`src/rtl/rect_rasterizer.sv`:
```
// ---------------------------------------------------------------------------
// rect_rasterizer
//
// Flat-fill rectangle rasterizer feeding the rast->fbw FIFO in front of the
// framebuffer writer. One rectangle command is accepted at a time. It is
// clipped to the visible screen and then emitted as one pixel word per cycle
// in row-major order. The FIFO can apply backpressure at any cycle.
//
// Ports
//   PLB_clk     : sole clock, rising edge
//   reset       : synchronous, active-low (0 = reset)
//   cmd_valid   : a rectangle command is present
//   cmd_ready   : block is idle and can take a command
//   cmd_x0/x1   : left/right column, inclusive
//   cmd_y0/y1   : top/bottom line, inclusive
//   cmd_color   : fill colour
//   fifo_data   : pixel word {line(16, zero-padded), col(16, zero-padded), color(32)}
//   fifo_wr_en  : FIFO write strobe
//   fifo_full   : FIFO cannot take a write this cycle
//   busy        : high whenever not idle
//   pix_count   : pixels written since reset, wraps modulo 2^32
//
// The external buses keep the legacy ascending [0:N-1] numbering, so bit 0
// is the MSB. Internally everything is held in descending vectors; the
// numeric values are identical.
// ---------------------------------------------------------------------------
module rect_rasterizer #(
    parameter int LINE_LEN          = 9,
    parameter int COL_LEN           = 10,
    parameter int RAST_FBW_FIFO_LEN = 64,
    parameter int SCREEN_W          = 640,
    parameter int SCREEN_H          = 480
) (
    input  logic                           PLB_clk,
    input  logic                           reset,
    input  logic                           cmd_valid,
    output logic                           cmd_ready,
    input  logic [0:COL_LEN-1]             cmd_x0,
    input  logic [0:COL_LEN-1]             cmd_x1,
    input  logic [0:LINE_LEN-1]            cmd_y0,
    input  logic [0:LINE_LEN-1]            cmd_y1,
    input  logic [0:31]                    cmd_color,
    output logic [0:RAST_FBW_FIFO_LEN-1]   fifo_data,
    output logic                           fifo_wr_en,
    input  logic                           fifo_full,
    output logic                           busy,
    output logic [0:31]                    pix_count
);

    localparam logic [1:0] ST_IDLE = 2'd0;
    localparam logic [1:0] ST_CLIP = 2'd1;
    localparam logic [1:0] ST_EMIT = 2'd2;

    localparam logic [COL_LEN-1:0]  X_MAX = COL_LEN'(SCREEN_W - 1);
    localparam logic [LINE_LEN-1:0] Y_MAX = LINE_LEN'(SCREEN_H - 1);

    logic [1:0]          state_q, state_d;
    logic [COL_LEN-1:0]  x0_q, x0_d;
    logic [COL_LEN-1:0]  x1_q, x1_d;      // holds x1c once CLIP has run
    logic [LINE_LEN-1:0] y0_q, y0_d;
    logic [LINE_LEN-1:0] y1_q, y1_d;      // holds y1c once CLIP has run
    logic [31:0]         color_q, color_d;
    logic [COL_LEN-1:0]  cur_x_q, cur_x_d;
    logic [LINE_LEN-1:0] cur_y_q, cur_y_d;
    logic [31:0]         pix_count_q, pix_count_d;

    logic [COL_LEN-1:0]  x1c;
    logic [LINE_LEN-1:0] y1c;
    logic                wr_en;

    // Clipped right/bottom edges; only meaningful while in CLIP.
    assign x1c = (x1_q > X_MAX) ? X_MAX : x1_q;
    assign y1c = (y1_q > Y_MAX) ? Y_MAX : y1_q;

    assign cmd_ready  = (state_q == ST_IDLE);
    assign busy       = (state_q != ST_IDLE);
    assign wr_en      = (state_q == ST_EMIT) && !fifo_full;
    assign fifo_wr_en = wr_en;
    assign fifo_data  = {16'(cur_y_q), 16'(cur_x_q), color_q};
    assign pix_count  = pix_count_q;

    always_comb begin
        // NOTE: every _d defaults to its _q first, so no path leaves a
        // variable unassigned and no latch can be inferred.
        state_d     = state_q;
        x0_d        = x0_q;
        x1_d        = x1_q;
        y0_d        = y0_q;
        y1_d        = y1_q;
        color_d     = color_q;
        cur_x_d     = cur_x_q;
        cur_y_d     = cur_y_q;
        pix_count_d = pix_count_q + (wr_en ? 32'd1 : 32'd0);

        case (state_q)
            ST_IDLE: begin
                if (cmd_valid) begin
                    x0_d    = cmd_x0;
                    x1_d    = cmd_x1;
                    y0_d    = cmd_y0;
                    y1_d    = cmd_y1;
                    color_d = cmd_color;
                    state_d = ST_CLIP;
                end
            end
            ST_CLIP: begin
                x1_d = x1c;
                y1_d = y1c;
                // One test catches x0 off-screen as well as swapped corners.
                if ((x0_q > x1c) || (y0_q > y1c)) begin
                    state_d = ST_IDLE;
                end else begin
                    cur_x_d = x0_q;
                    cur_y_d = y0_q;
                    state_d = ST_EMIT;
                end
            end
            ST_EMIT: begin
                // A stalled cycle leaves position and state untouched, so the
                // current pixel is re-presented until the FIFO takes it.
                if (wr_en) begin
                    if (cur_x_q != x1_q) begin
                        cur_x_d = cur_x_q + COL_LEN'(1);
                    end else if (cur_y_q != y1_q) begin
                        cur_x_d = x0_q;
                        cur_y_d = cur_y_q + LINE_LEN'(1);
                    end else begin
                        state_d = ST_IDLE;
                    end
                end
            end
            default: state_d = ST_IDLE;
        endcase
    end

    always_ff @(posedge PLB_clk) begin
        // NOTE: sequential state uses non-blocking assignments so every flop
        // samples the pre-edge values regardless of statement order.
        if (!reset) begin
            state_q     <= ST_IDLE;
            x0_q        <= '0;
            x1_q        <= '0;
            y0_q        <= '0;
            y1_q        <= '0;
            color_q     <= '0;
            cur_x_q     <= '0;
            cur_y_q     <= '0;
            pix_count_q <= '0;
        end else begin
            state_q     <= state_d;
            x0_q        <= x0_d;
            x1_q        <= x1_d;
            y0_q        <= y0_d;
            y1_q        <= y1_d;
            color_q     <= color_d;
            cur_x_q     <= cur_x_d;
            cur_y_q     <= cur_y_d;
            pix_count_q <= pix_count_d;
        end
    end

endmodule

```
`config.mk`:
```
export PLATFORM = sky130hd
export DESIGN_NAME = rect_rasterizer
export DESIGN_NICKNAME = d
export VERILOG_FILES = /design/src/rtl/rect_rasterizer.sv
export SDC_FILE = /design/constraint.sdc
export NUM_CORES = 1
export LEC_CHECK = 0
export ABC_CLOCK_PERIOD_IN_PS = 3980
export CORE_MARGIN = 2
export CORE_UTILIZATION = 48
export CTS_CLUSTER_SIZE = 12
export DETAILED_ROUTE_END_ITERATION = 7
export PLACE_DENSITY = 0.83
export SLEW_MARGIN = 10
export SYNTH_ARGS = -nofsm -noshare
export SYNTH_HDL_FRONTEND = slang
export SYNTH_SLANG_ARGS = --single-unit
```
`constraint.sdc`:
```
create_clock -name PLB_clk -period 3.98 [get_ports PLB_clk]
set_clock_uncertainty 0.05 [all_clocks]
set_input_delay 0.597 -clock PLB_clk [delete_from_list [all_inputs] [get_ports PLB_clk]]
set_output_delay 0.597 -clock PLB_clk [all_outputs]
set_load 0.02 [all_outputs]
```
==> results of run 1 <==
## flip-flops by register name, indices dropped and copies added, names as in the netlist
register   flops
x1_q          10
color_q       32
y0_q           9
state_q        2
pix_count     32
x0_q          10
cur_x_q       10
y1_q           9
cur_y_q        9
## cell type report
type / instances / share of cell area [%]
timing repair buffer: 170 / 20.1
clock inverter: 10 / 2.25
multi-input combinational: 576 / 39.0
inverter: 20 / 0.916
clock buffer: 21 / 5.65
tap: 168 / 2.52
sequential: 123 / 29.6
## metrics by stage
step | power, mW | hold slack, ns | std cells
after global routing | 3.78 | 0.421 | 1088
after global placement | 1.94 | 0.391 | 1057
final | 3.63 | 0.400 | 1088
after detailed placement | 1.95 | 0.396 | 1057
after CTS | 3.65 | 0.403 | 1088
after floorplan | 1.73 | 0.386 | 775
## layer usage
layer  up-vias  share of wire [%]  global-route usage [%]
li1       2896                  -                       -
met1      2701                 41                    30.9
met2       248                 47                    40.7
met3        30                9.8                    10.1
met4         0                2.4                    10.2
met5         -                  0                       0
## worst register-to-register path: cells and delay by family, from the launching register on
kind	cells	cell delay, ns
compound gates	1	0.14
fa+ha+maj	2	0.46
buf+inv	1	0.20
flops	1	0.33
simple gates	5	1.79
## cell families (layout without fill, tap and decap cells)
group	count (synthesis)	after routing	synth area share, %
mux	8	8	1.33
xor+xnor	41	41	5.95
buf+inv	76	221	6.14
other cells	1	13	0.0622
simple gates	328	328	24.0
fa+ha+maj	23	23	4.77
compound gates	163	163	16.9
flops	123	123	40.8
## final timing paths
kind | from | slack (ns) | depth (start not counted) | end
setup / recovery | state_q[0] | 0.92 | 9 | pix_count[13]
hold / removal | color_q[2] | 0.40 | 2 | color_q[2]
setup reg to reg | state_q[0] | 0.92 | 9 | pix_count[13]
hold reg to reg | color_q[2] | 0.40 | 2 | color_q[2]
## power by group through the flow
stage | registers [mW] | clock network (mW) | logic (mW)
floorplan | 1.41 | 0 | 0.326
global placement | 1.38 | 0 | 0.557
CTS | 1.36 | 1.72 | 0.569
finish | 1.36 | 1.70 | 0.571
global route | 1.37 | 1.79 | 0.629
detailed placement | 1.38 | 0 | 0.563
## layout by cell type (no fill, tap or decap), types with 3 or more instances in the layout
cell type,count
or3_1,8
clkdlybuf4s50_1,159
nand2_1,182
o21ai_0,16
clkbuf_16,17
o221a_2,3
nand2b_1,7
nor2_1,62
nor3_1,14
nand4_1,5
a31oi_1,13
and3_1,6
a21oi_1,80
inv_1,19
conb_1,13
xor2_1,18
nor4_1,5
buf_4,11
mux2i_1,8
ha_1,23
nand3_1,18
a2bb2oi_1,3
o32ai_1,12
a22oi_1,7
clkbuf_8,3
dfxtp_1,123
or2_2,3
bufinv_16,5
a311oi_1,3
a211oi_1,7
xnor2_1,23
o22ai_1,3
a32oi_1,4
==> flow_summary.json, run 1 <==
{
  "crit_type": "reg2reg",
  "die_area_um2": 13500,
  "synthCells": 763,
  "final_antenna_net_count": 0,
  "vias": 5875,
  "cp_max_fo": 22,
  "p_leak_nw": 3.16,
  "drt-total-wl_um": 16700,
  "grt-ovfl-total": 0,
  "drt_iter0_drc": 531,
  "via_per_inst": 5.40,
  "post_cts_buffers": 0,
  "critPathTopFamily": "simple AND/OR/NAND/NOR gates",
  "drc": 0,
  "p_int_mw": 2.71,
  "finalSetupViolCount": 0,
  "die_height_um": 116,
  "cts_buffer_depth": 2,
  "dpl_cell_area_um2": 7670,
  "cts-root-buf": "clkbuf_16",
  "rsz0062_at_grt": "no",
  "synth_edf_count": 0,
  "final_nets": 1005,
  "postSynthAreaPerCell_um2": 7.91,
  "wl_per_cell_um": 15.3,
  "hp-class": "reg2reg",
  "cts_tree": "built",
  "chipWidth_um": 116,
  "fin_area_um2": 8330,
  "yosysMostFrequentCell": "nand2_1",
  "pwr-share-seq_pct": 37.4,
  "vdd.ir_drop.worst_v": 0.000384,
  "cts_resized": 0,
  "insertedDiodeCount": 0,
  "swShare_pct": 25.3,
  "area_growth_pct": 38.1,
  "pwr-share-clk_pct": 46.8,
  "num_rows": 40,
  "yosysTopAreaCellShare_pct": 40.8,
  "regArea_um2": 2460,
  "drt_first_pass_iters": 5,
  "core_area_um2": 12200,
  "tns_ns": 0,
  "final_core_util_pct": 68.5,
  "initial_core_util_pct": 49.6,
  "synthTopCellsByArea": "dfxtp_1 (41%), nand2_1 (11%), a21oi_1 (6.6%)",
  "synth_flop_cell": "dfxtp_1",
  "cts_max_level": 4,
  "required_ns": 4.26,
  "grt_max_degree": 52,
  "cp.buffers_inverters": 1,
  "p_sw_uw": 917,
  "synth_common_cells": "nand2_1 (183), dfxtp_1 (123), a21oi_1 (80)",
  "period_minus_slack_ns": 3.06,
  "cts_made_buffers": 17,
  "ys_ff_latch": 123,
  "syn_area_um2": 6030,
  "cpMostUsedCell": "ha_1",
  "cp-end-kind": "flip-flop",
  "async_reset_ff_share_pct": 0,
  "startpoint_type": "flip-flop",
  "clk_pin_slew_ns": 0.06,
  "track_usage_pct": 25.5,
  "fmax_mhz": 327,
  "grt_pass1_vias": 5639,
  "yosysSeqAreaShare_pct": 40.8,
  "hold_viol": 0,
  "ys.warnings.count": 0,
  "powerDensity_nw_per_um2": 436,
  "status": "completed",
  "clock-sinks": 123,
  "port_buffers": 159,
  "setup_ws_ns": 0.921,
  "drive_gt1_share_pct": 6.41,
  "worstPathArrival_ns": 3.34,
  "grt_pass1_wl_um": 27100,
  "worst_pin_slew_ns": 1.00,
  "pin_count": 173,
  "dp_hpwl_um": 11900,
  "yosysUniqueCellTypes": 58,
  "antenna_found_initial": 0,
  "pwr-share-comb_pct": 15.7,
  "worst_path_max_delay_cell": "or4_4",
  "slew_headroom_pct": 33.1,
  "fillers": 967,
  "multi_input_comb_area_um2": 3250,
  "timing.final.crit_share_pct": 76.8,
  "path_cells": "nand2b_1 -> buf_4 -> nor2_1 -> ha_1 -> ha_1 -> nand3_1 -> or4_4 -> or3_2 -> a21oi_1",
  "drv_cap": 0,
  "cts_hold_buf": 0,
  "slew_violations": 0,
  "gp_congestion": 0.910,
  "preCtsSetupSlack_ns": 0.516,
  "insertion_delay_ns": 0.41,
  "slowest_delay_ns": 0.65,
  "yosysTopAreaCell": "dfxtp_1"
}
Note: power is estimated with default switching activity, not from simulation.
==> run 2: changes to the inputs <==
Settings changed: ABC_CLOCK_PERIOD_IN_PS 3980 to 3000.
Clock period 3.98 ns to 3 ns, I/O delays scaled along.
==> run 2 against run 1 <==
- register-to-register slack got worse by 0.75 ns
- hold slack is essentially flat
- wire length grew 0.57%
- sequential cell count unchanged
- sequential share of layout area is 0.62 points lower
- clock-buffer cell count increased by 3
- critical endpoint is now cur_y_q[4]
- utilization increased by 1.5 points
==> flow_summary.json, run 2 (synthesis results as in run 1) <==
{
  "status": "completed",
  "timing.final.crit_share_pct": 94.2,
  "clk_pin_slew_ns": 0.06,
  "final_cell_mix": "nand2_1 (182), clkdlybuf4s50_1 (159), dfxtp_1 (123)",
  "final_core_util_pct": 70.0,
  "startpoint_type": "flip-flop",
  "pwr-share-clk_pct": 46.3,
  "num_rows": 40,
  "period_minus_slack_ns": 2.83,
  "powerDensity_nw_per_um2": 570,
  "cts_hold_buf": 0,
  "core_area_um2": 12200,
  "worstPathArrival_ns": 3.08,
  "die_height_um": 116,
  "drive_gt1_share_pct": 8.22,
  "vias": 6012,
  "cts_buffer_depth": 2,
  "cts_tree": "built",
  "port_buffers": 159,
  "area_growth_pct": 41.0,
  "final_nets": 1021,
  "drt_iter0_drc": 434,
  "slew_headroom_pct": 34.7,
  "hold_start": "color_q[0]",
  "p_leak_nw": 3.26,
  "vdd.ir_drop.worst_v": 0.000453,
  "track_usage_pct": 25.4,
  "setup_ws_ns": 0.173,
  "grt_pass1_wl_um": 26900,
  "insertion_delay_ns": 0.42,
  "drt-total-wl_um": 16700,
  "grt-ovfl-total": 0,
  "clock-sinks": 123,
  "initial_core_util_pct": 49.6,
  "pwr-share-seq_pct": 37.1,
  "gp_congestion": 0.911,
  "crit_type": "reg2reg",
  "insertedDiodeCount": 0,
  "dp_hpwl_um": 11700,
  "wl_per_cell_um": 15.2,
  "cp-end-kind": "flip-flop",
  "cp_max_fo": 9,
  "grt_max_degree": 71,
  "die_area_um2": 13500,
  "tns_ns": 0,
  "final_common_cell": "nand2_1",
  "p_int_mw": 3.60,
  "slew_violations": 0,
  "grt_pass1_vias": 5656,
  "pwr-share-comb_pct": 16.6,
  "drv_cap": 0,
  "antenna_found_initial": 0,
  "rsz0062_at_grt": "no",
  "fmax_mhz": 354,
  "finalSetupViolCount": 0,
  "preCtsSetupSlack_ns": -0.105,
  "via_per_inst": 5.44,
  "drc": 0,
  "cts_made_buffers": 17,
  "cts_max_level": 4,
  "pin_count": 173,
  "drt_first_pass_iters": 5,
  "worst_pin_slew_ns": 0.976,
  "required_ns": 3.26,
  "swShare_pct": 25.7,
  "p_sw_mw": 1.25,
  "hp-class": "reg2reg",
  "cts-root-buf": "clkbuf_16",
  "final_antenna_net_count": 0,
  "r2r_start": "y1_q[6]",
  "chipWidth_um": 116,
  "hold_viol": 0,
  "critPathLaunch": "y1_q[6]"
}
==> run 2: repair_timing <==
action,4_1_cts,5_1_grt
setup buffers,0,1
setup endpoints to repair,10,9
gates resized for setup,2,1
pin swaps,0,1
==> run 2: cell type report <==
| cell class | count | area, um^2 |
|---|---|---|
| clock buffers | 24 | 502 |
| well taps | 168 | 210 |
| flip-flops and latches | 123 | 2460 |
| repair buffers | 186 | 1840 |
| fillers | 948 | 3650 |
| multi-input cells | 576 | 3260 |
| inverters | 20 | 76.3 |
| clock inverters | 8 | 154 |
==> run 2: power groups by stage <==
stage | clock network, mW | registers, mW | logic (mW)
global placement | 0 | 1.83 | 0.770
detailed placement | 0 | 1.83 | 0.785
floorplan | 0 | 1.86 | 0.433
finish | 2.25 | 1.80 | 0.805
global route | 2.35 | 1.81 | 0.883
CTS | 2.27 | 1.80 | 0.800
==> run 2: worst max-delay path, cell delays in order (launching register included) <==
cell and delay [ns]:
dfxtp_1 0.33, inv_1 0.06, nor3_1 0.18, buf_4 0.18
nor2_1 0.05, ha_1 0.31, a21oi_1 0.14, o21ai_0 0.15
a2111oi_2 0.46, o22ai_2 0.22, and2_1 0.28, o221a_2 0.32
==> run 2: per-stage QoR <==
step	cells	power [mW]	hold WS, ns	instance area, um^2
3_5_place_dp	1072	2.62	0.397	7830
5_1_grt	1105	5.04	0.425	8510
2_1_floorplan	775	2.30	0.386	6080
6_report	1105	4.85	0.400	8510
4_1_cts	1104	4.86	0.405	8500
3_3_place_gp	1072	2.60	0.391	7830
==> run 2: path summary, 6_finish.rpt <==
| path | to | slack (ns) | cells past startpoint |
|---|---|---|---|
| worst max-delay path | cur_y_q[4] | 0.17 | 11 |
| worst min-delay path | color_q[0] | 0.40 | 2 |
| worst max register to register | cur_y_q[4] | 0.17 | 11 |
| worst min register to register | color_q[0] | 0.40 | 2 |
==> run 2: metal layers <==
layer,vias up,GRT usage [%],part of all wire [%]
met2,247,41.9,48
met5,-,0,0
met3,29,7.68,8.2
li1,2929,-,-
met4,0,9.05,1.8
met1,2807,31.8,42
